### config.mk
export PLATFORM = sky130hd
export DESIGN_NAME = ins_fetch_unit_flat
export DESIGN_NICKNAME = d
export VERILOG_FILES = /design/src/rtl/ins_fetch_if.sv /design/src/rtl/ins_fetch_unit.sv /design/src/flat_wrapper.sv
export SDC_FILE = /design/constraint.sdc
export NUM_CORES = 2
export LEC_CHECK = 0
export ABC_AREA = 1
export BUFFER_PORTS_ARGS = -buffer_cell sky130_fd_sc_hd__buf_2
export CORE_AREA = 3 3 791 478
export CTS_BUF_LIST = sky130_fd_sc_hd__clkbuf_4 sky130_fd_sc_hd__clkbuf_8
export DETAILED_ROUTE_END_ITERATION = 12
export DIE_AREA = 0 0 794 481
export PLACE_DENSITY_LB_ADDON = 0.05
export SYNTH_ARGS = -nofsm -noshare
export SYNTH_HDL_FRONTEND = slang
export SYNTH_SLANG_ARGS = --single-unit
### constraint.sdc
create_clock -name clk -period 6.06 [get_ports clk]
set_input_delay 0.303 -clock clk [delete_from_list [all_inputs] [get_ports clk]]
set_output_delay 0.303 -clock clk [all_outputs]
set_load 0.005 [all_outputs]
### src/rtl/ins_fetch_if.sv
// Host/core-side signal bundle for the instruction fetch unit.
// The master drives program loads, run and the core's pc; the slave returns the issue signals.
interface ins_fetch_if #(
  parameter int unsigned ADDR_W = 8
);
  logic              prog_we;
  logic [ADDR_W-1:0] prog_addr;
  logic [15:0]       prog_data;
  logic              run;
  logic [15:0]       pc_in;
  logic [15:0]       ins;
  logic              en_in;
  logic              en2;
  logic [ADDR_W-1:0] fetch_addr;
  logic              busy;
  logic              halted;
  logic              fault;

  modport master (
    output prog_we, prog_addr, prog_data, run, pc_in,
    input  ins, en_in, en2, fetch_addr, busy, halted, fault
  );

  modport slave (
    input  prog_we, prog_addr, prog_data, run, pc_in,
    output ins, en_in, en2, fetch_addr, busy, halted, fault
  );
endinterface

### src/rtl/ins_fetch_unit.sv
// Instruction fetch stage: host-loadable program memory, issues one instruction per slot of
// STEP_CYCLES clocks to the core, following the core's pc.
module ins_fetch_unit #(
  parameter int unsigned ADDR_W      = 8,
  parameter int unsigned DEPTH       = 256,
  parameter int unsigned STEP_CYCLES = 4,
  parameter logic [15:0] HALT_WORD   = 16'hFFFF
) (
  input logic       clk,
  input logic       rst,
  ins_fetch_if.slave bus
);

  localparam int unsigned CNT_W = $clog2(STEP_CYCLES);
  localparam logic [CNT_W-1:0] WAIT_LAST = CNT_W'(STEP_CYCLES - 3);

  typedef enum logic [2:0] {StIdle, StFetch, StIssue, StWait, StHalt, StFault} state_e;

  state_e            state_q, state_d;
  logic [CNT_W-1:0]  cnt_q, cnt_d;
  logic              stop_q, stop_d;
  logic [ADDR_W-1:0] fetch_addr_q, fetch_addr_d;
  logic [15:0]       ins_q, ins_d;
  logic              en2_q, en2_d;
  logic [15:0]       rdata_q;
  logic [15:0]       mem [DEPTH];

  logic pc_ok;
  logic wr_ok;
  // Full 16-bit range check; only the in-range pc is truncated to an index.
  assign pc_ok = 32'(bus.pc_in) < DEPTH;
  assign wr_ok = bus.prog_we && (state_q == StIdle) && (32'(bus.prog_addr) < DEPTH);

  always_ff @(posedge clk) begin
    if (wr_ok) begin
      mem[bus.prog_addr] <= bus.prog_data;
    end
    if (state_q == StFetch) begin
      rdata_q <= mem[fetch_addr_q];
    end
  end

  always_comb begin
    state_d      = state_q;
    cnt_d        = cnt_q;
    stop_d       = stop_q;
    fetch_addr_d = fetch_addr_q;
    ins_d        = ins_q;
    en2_d        = 1'b0;
    unique case (state_q)
      StIdle: begin
        stop_d = 1'b0;
        if (bus.run) begin
          if (!pc_ok) begin
            state_d = StFault;
          end else begin
            fetch_addr_d = bus.pc_in[ADDR_W-1:0];
            state_d      = StFetch;
          end
        end
      end
      StFetch: begin
        if (!bus.run) stop_d = 1'b1;
        state_d = StIssue;
      end
      StIssue: begin
        if (!bus.run) stop_d = 1'b1;
        if (rdata_q == HALT_WORD) begin
          state_d = StHalt;
        end else begin
          ins_d   = rdata_q;
          en2_d   = 1'b1;
          cnt_d   = '0;
          state_d = StWait;
        end
      end
      StWait: begin
        if (!bus.run) stop_d = 1'b1;
        if (cnt_q == WAIT_LAST) begin
          // A run drop anywhere in the slot ends the program once the slot is complete.
          if (!bus.run || stop_q) begin
            state_d = StIdle;
          end else if (!pc_ok) begin
            state_d = StFault;
          end else begin
            fetch_addr_d = bus.pc_in[ADDR_W-1:0];
            state_d      = StFetch;
          end
        end else begin
          cnt_d = cnt_q + 1'b1;
        end
      end
      StHalt, StFault: begin
        if (!bus.run) state_d = StIdle;
      end
      default: state_d = StIdle;
    endcase
  end

  always_ff @(posedge clk or posedge rst) begin
    if (rst) begin
      state_q      <= StIdle;
      cnt_q        <= '0;
      stop_q       <= 1'b0;
      fetch_addr_q <= '0;
      ins_q        <= '0;
      en2_q        <= 1'b0;
    end else begin
      state_q      <= state_d;
      cnt_q        <= cnt_d;
      stop_q       <= stop_d;
      fetch_addr_q <= fetch_addr_d;
      ins_q        <= ins_d;
      en2_q        <= en2_d;
    end
  end

  assign bus.ins        = ins_q;
  assign bus.en2        = en2_q;
  assign bus.fetch_addr = fetch_addr_q;
  assign bus.busy       = (state_q == StFetch) || (state_q == StIssue) || (state_q == StWait);
  assign bus.en_in      = bus.busy;
  assign bus.halted     = (state_q == StHalt);
  assign bus.fault      = (state_q == StFault);

endmodule

### src/flat_wrapper.sv
// flat-port wrapper written by rule: the top's interface ports become plain ports
module ins_fetch_unit_flat 
#(
  parameter int unsigned ADDR_W      = 8,
  parameter int unsigned DEPTH       = 256,
  parameter int unsigned STEP_CYCLES = 4,
  parameter logic [15:0] HALT_WORD   = 16'hFFFF
)
  (clk, rst, bus_prog_we, bus_prog_addr, bus_prog_data, bus_run, bus_pc_in, bus_ins, bus_en_in, bus_en2, bus_fetch_addr, bus_busy, bus_halted, bus_fault);
  ins_fetch_if #(.ADDR_W(ADDR_W)) bus_i ();
  input logic clk;
  input logic rst;
  input wire logic [$bits(bus_i.prog_we)-1:0] bus_prog_we;
  input wire logic [$bits(bus_i.prog_addr)-1:0] bus_prog_addr;
  input wire logic [$bits(bus_i.prog_data)-1:0] bus_prog_data;
  input wire logic [$bits(bus_i.run)-1:0] bus_run;
  input wire logic [$bits(bus_i.pc_in)-1:0] bus_pc_in;
  output wire logic [$bits(bus_i.ins)-1:0] bus_ins;
  output wire logic [$bits(bus_i.en_in)-1:0] bus_en_in;
  output wire logic [$bits(bus_i.en2)-1:0] bus_en2;
  output wire logic [$bits(bus_i.fetch_addr)-1:0] bus_fetch_addr;
  output wire logic [$bits(bus_i.busy)-1:0] bus_busy;
  output wire logic [$bits(bus_i.halted)-1:0] bus_halted;
  output wire logic [$bits(bus_i.fault)-1:0] bus_fault;
  assign bus_i.prog_we = bus_prog_we;
  assign bus_i.prog_addr = bus_prog_addr;
  assign bus_i.prog_data = bus_prog_data;
  assign bus_i.run = bus_run;
  assign bus_i.pc_in = bus_pc_in;
  assign bus_ins = bus_i.ins;
  assign bus_en_in = bus_i.en_in;
  assign bus_en2 = bus_i.en2;
  assign bus_fetch_addr = bus_i.fetch_addr;
  assign bus_busy = bus_i.busy;
  assign bus_halted = bus_i.halted;
  assign bus_fault = bus_i.fault;
  ins_fetch_unit #(.ADDR_W(ADDR_W), .DEPTH(DEPTH), .STEP_CYCLES(STEP_CYCLES), .HALT_WORD(HALT_WORD)) u_core (.clk(clk), .rst(rst), .bus(bus_i));
endmodule
Word level (Yosys, flattened, before mapping)
Memory sizes are Yosys's and may differ from the RTL's. A register that Yosys moved wholly into a read port is not among the register bits.
Cells that the tools add are included.
{"block": "totals", "regBits": 31, "latch_bits": 0, "ramBits": 4096, "romBits": 0, "inputBits": 44, "out_inout_bits": 29, "word_cells": 61, "mem_count": 1}
{"block": "classes", "addsub": 1, "n_mul": 0, "div_mod_pow": 0, "order_cmp": 1, "eq_ne": 14, "n_shift": 0, "n_mux": 21, "n_bitwise": 1, "reduce_logical": 16}
{"name": "u_core.mem", "depth": 256, "width": 16, "read_ports": 1, "rd_ports_with_merged_regs": 1, "write_ports": 1, "line": "ins_fetch_unit.sv:26", "text": "logic [15:0] mem [DEPTH];"}
{"operator": "two-way mux 8 bit", "count": 4}
{"operator": "two-way mux 3 bit", "count": 6}
{"operator": "equality test 16 bit, second input constant", "count": 1}
{"operator": "< comparator 16 x 9 -> 1 bit, second input constant", "count": 1}
{"operator": "case mux 8 bit (2 select lines)", "count": 1}
{"operator": "case mux 3 bit (5 select lines)", "count": 1}
{"operator": "inequality test 2 bit, second input constant", "count": 6}
{"operator": "equality test 3 x 2 -> 1 bit, second input constant", "count": 2}
{"operator": "equality test 3 bit, second input constant", "count": 2}
{"operator": "AND reduction 3 bit", "count": 2}
{"operator": "nonzero test 2 bit", "count": 3}
{"operator": "two-way mux 1 bit", "count": 5}
{"operator": "two-way mux 2 bit", "count": 2}
{"operator": "case mux 2 bit (2 select lines)", "count": 1}
{"operator": "AND reduction 2 bit", "count": 2}
{"operator": "AND reduction 4 bit", "count": 1}
{"operator": "equality test 3 x 1 -> 1 bit, second input constant", "count": 1}
{"operator": "zero test 3 bit", "count": 1}
{"operator": "logical OR 1 bit", "count": 3}
{"operator": "OR reduction 3 bit", "count": 1}
{"operator": "adder 2 x 1 -> 2 bit, second input constant", "count": 1}
{"operator": "equality test 2 x 1 -> 1 bit, second input constant", "count": 1}
{"operator": "inequality test 2 x 1 -> 1 bit, second input constant", "count": 1}
{"operator": "case mux 1 bit (2 select lines)", "count": 1}
{"operator": "4 further kinds", "count": 4}

Logic depth before layout (Yosys ltp)
{"block": "logic_depth", "ltp_word": 5, "ltp_mapped": 15, "ltp_nobuf": 11}

Worst setup path after synthesis
OpenSTA, ideal clock, no wires.
{"block": "synth_timing", "path_kind": "register -> register", "start": "register u_core.state_q[1]", "end": "memory u_core.mem[102][0] (enable)", "setup_time_ps": 388, "arrival_ps": 2178, "required_ps": 5672, "slack_ps": 3493, "path_stages_with_launch": 9, "path_buffers": 1, "synth_period_minus_slack_ps": 2567, "cell_sequence": "dfrtp_1 -> nor2_1 -> inv_1 -> nor2_2 -> nand2_1 -> nor3_2 -> nand2_2 -> buf_2 -> nor2_1"}
{"block": "synth_between", "elab_chain_cells": 4}
{"element": "start, declared", "line": "ins_fetch_unit.sv:19", "text": "state_e state_q, state_d;"}
{"element": "start signal, assigned", "line": "ins_fetch_unit.sv:102", "text": "state_q <= StIdle;"}
{"element": "start signal, assigned", "line": "ins_fetch_unit.sv:109", "text": "state_q <= state_d;"}
{"element": "zero test 3 bit", "line": "ins_fetch_unit.sv:32", "text": "assign wr_ok = bus.prog_we && (state_q == StIdle) && (32'(bus.prog_addr) < DEPTH);"}
{"element": "logical AND 1 bit", "line": "ins_fetch_unit.sv:32"}
{"element": "two-way mux 1 bit", "line": "ins_fetch_unit.sv:35", "text": "if (wr_ok) begin"}
{"element": "two-way mux 1 bit (not written as such)", "line": "ins_fetch_unit.sv:36", "text": "mem[bus.prog_addr] <= bus.prog_data;"}
{"element": "end, declared", "line": "ins_fetch_unit.sv:26"}
Every way passes these cells.

==> metrics.md <==
| Metric | Value |
|---|---|
| Status | completed |
| Minimum setup slack among reg-to-reg paths | 1290 ps |
| Remaining DRCs | 0 |
| FILL cells | 32410 |
| Final Max Slew Viols | 0 |
| Routability cong. | 0.8649 |
| Initial antenna violation count | 40 |
| Final period utilization | 78.70% |
| Static Leak | 64.21 nW |
| Mapped Area | 0.1669 sq mm |
| Synth top cells by count | nand2_1 (4243), edfxtp_1 (4112), nand3_1 (4034) |
| Die W | 794 microns |
| Core Box Area | 0.3706 sq mm |
| Post-synth EDFFs | 4112 |
| Clock network power share | 37.1% |
| Multi-input logic area | 0.03763 sq mm |
| Period minus WS final | 4769 ps |
| Internal | 44.55 mW |
| Setup TNS | 0 ps |
| Asr flop ratio synth | 0.7483% |
| Final setup viols | 0 |
| Sequential Area | 0.1243 sq mm |
| ANT nets after route | 0 |
| Reg power frac | 52.8% |
| # port buffers | 72 |
| Max frequency | 0.2097 GHz |
| Post-synthesis sequential area ratio | 74.46% |
| Clock latency at the later pin of the worst-skew pair | 1110 ps |
| Floorplan row count | 173 |
| Root Buffer | clkbuf_8 |
| Final net count | 14020 |
| Hpwl dp | 306500 microns |
| Critical Path AT | 5720 ps |
| Post-CTS Hold Buffers | 40 |
| Initial DRC count | 15410 |
| Crit end category | flip-flop |
| Worst reg2reg endpoint | u_core.rdata_q[10] |
| WP buf/inv | 2 |
| Synth top area cells | edfxtp_1 (74%), nand3_1 (12%), nand2_1 (9.5%), buf_2 (1.4%), buf_4 (0.74%) |
| Slowest stage delay, CP | 940 ps |
| Max Clock Skew | 59.15 ps |
| Drt first pass iters | 9 |
| R2r startpoint | u_core.bus.fetch_addr[0] |
| Pwr dens | 326.4 mW/mm^2 |
| Netlist cell types | 28 |
| Syn-to-layout area delta | 10.95% |
| # H-tree levels | 6 |
| First-pass GRT wire length | 789600 microns |
| Count leader, synth | nand2_1 |
| Top Ports | 73 |
| Proportion of layout cells with a drive suffix above 1 | 10.69% |
| Initial Util | 45.03% |
| Die H | 481 microns |
| RSZ-0062 raised after global routing | no |
| Synth warnings | 0 |
| Synth area leader | edfxtp_1 |
| Wire per inst | 28.65 microns |
| Worst vdd ir | 0.1919 mV |
| Synth Register Bits | 4143 |
| Grt ovf | 0 |
| Largest net degree at the start of global routing | 167 |
| Switching power total | 15.88 mW |
| Final hold violations | 0 |
| Vias | 112300 |
| Top FF cell, synth | edfxtp_1 |
| Max_cap viols | 0 |
| CTS sink count | 4143 |
| Worst-path cell chain | buf_4, buf_12, nand2_1, nand3_1, nand3_1, nand3_1, nand3_1, nand3_1, nand3_1, nand2_1, nand2_1, nand2_1 |
| Die area | 0.3819 sq mm |
| Worst path slowest cell | dfrtp_4 |
| WP data required | 7010 ps |
| Top-area cell type share of the netlist area | 73.99% |
| Post-Syn Instances | 13730 |
| Final cell count without fillers | 19410 |
| Post-CTS sizing | 0 |
| Gate power share | 10.1% |
| Most used cell, CP | nand3_1 |
| DR vias/cell | 5.790 |
| Hold Crit Class | in -> async |
| Slew @ Worst Pin | 1399 ps |
| Total Wirelength | 555900 microns |
| R2r worst-path depth | 12 |
| TritonCTS clock tree | built |
| Syn nets | 13770 |
| Critical path's top delay family | simple AND/OR/NAND/NOR gates |
| Sw Ratio | 26.28% |
| Maximum clock insertion buffer count | 4 |
| CTS clk-pin slew, worst paths | 60 ps |
| GRT Overall Usage | 28.44% |
| Number of global-route vias before repair | 105400 |
| Setup bufs post-CTS | 0 |
| Startpoint class of the critical path | flip-flop |
| Cells after DPL | 18290 |
| Relative slew slack | 6.527% |
| CP Class | reg -> reg |
| Mapped Avg Cell Area | 12.16 sq um |
| CTS Buf Count | 628 |
| Max FO, Critical Path | 116 |
power by group through the flow:
stage	registers (mW)	logic, mW	clock network (mW)
after floorplan	32.3	3.23	0
after global placement	32.5	5.98	0
after detailed placement	32.5	6.00	0
after CTS	31.9	6.04	22.9
after global routing	31.9	6.53	24.1
final	31.9	6.09	22.4
tightest hold or removal path, cell delays in order:
cell,delay [ps]
dlygate4sd3_1,540
buf_2,200
inv_2,760
flip-flops by register name, indices dropped and copies added (netlist names):
| name | flops |
|---|---|
| u_core.cnt_q | 2 |
| u_core.bus.fetch_addr | 8 |
| u_core.mem | 4096 |
| u_core.state_q | 3 |
| u_core.stop_q | 1 |
| u_core.bus.ins | 16 |
| u_core.rdata_q | 16 |
| u_core.bus.en2 | 1 |
stage by stage:
step | power [mW] | hold WS [ps] | utilization [%] | instance area [sq um] | setup WS [ps]
floorplan | 35.56 | 401.9 | - | 166900 | 3493
global placement | 38.51 | 463.0 | 46.69 | 173000 | 1547
detailed placement | 38.53 | 461.9 | 46.70 | 173100 | 1483
CTS | 60.82 | 13.17 | 49.95 | 185100 | 1476
global route | 62.54 | 75.10 | 49.96 | 185100 | 1278
finish | 60.43 | 123.8 | 49.96 | 185100 | 1291
routing by layer:
metal	track usage [%]	share of wire, %
met3	6.388	10
met1	44.78	46
met2	39.68	41
met4	7.235	2.5
met5	0	0.0023
layout by cell type, fill, tap and decap left out, types with 7 or more instances in the layout:
cell type and count:
nand2_1 4243, edfxtp_1 4112, nand3_1 4034, clkbuf_8 654, buf_4 366, nor2_1 243, clkbuf_4 228, clkinv_1 115
buf_12 71, buf_2 56, clkinv_2 41, dlygate4sd3_1 40, nor2_2 35, inv_1 32, dfrtp_1 25, buf_8 17
nand2_2 16, inv_6 14, diode_2 12, o21ai_0 10, mux2_2 8, inv_8 7, clkinvlp_4 7
cells by family after synthesis:
kind of cell | share of synthesized area [%]
AND/OR/NAND/NOR | 22.39
flip-flops | 74.46
buffers and inverters | 3.046
AO/OA/AOI/OAI | 0.04424
multiplexers | 0.05399
adder cells (fa/ha/maj) | 0.007497
worst max-delay path by stage:
stage	from	to	cells after the start
after global routing	u_core.bus.fetch_addr[0]	u_core.rdata_q[10]	12
after CTS	u_core.bus.fetch_addr[0]	u_core.rdata_q[10]	12
after detailed placement	u_core.bus.fetch_addr[0]	u_core.rdata_q[10]	12
after global placement	u_core.bus.fetch_addr[0]	u_core.rdata_q[10]	12
after floorplan	u_core.state_q[1]	u_core.mem[102][0]	8
final	u_core.bus.fetch_addr[0]	u_core.rdata_q[10]	12
layout make-up:
class / count / share of cell area (%)
clock inverters: 184 / 0.5129
well taps: 4987 / 3.370
multi-input cells: 8608 / 20.33
flip-flops and latches: 4143 / 67.12
diodes: 12 / 0.01622
clock buffers: 882 / 5.786
inverters: 39 / 0.1074
repair buffers: 550 / 2.757
No activity file was read; power rests on OpenSTA's default activity.
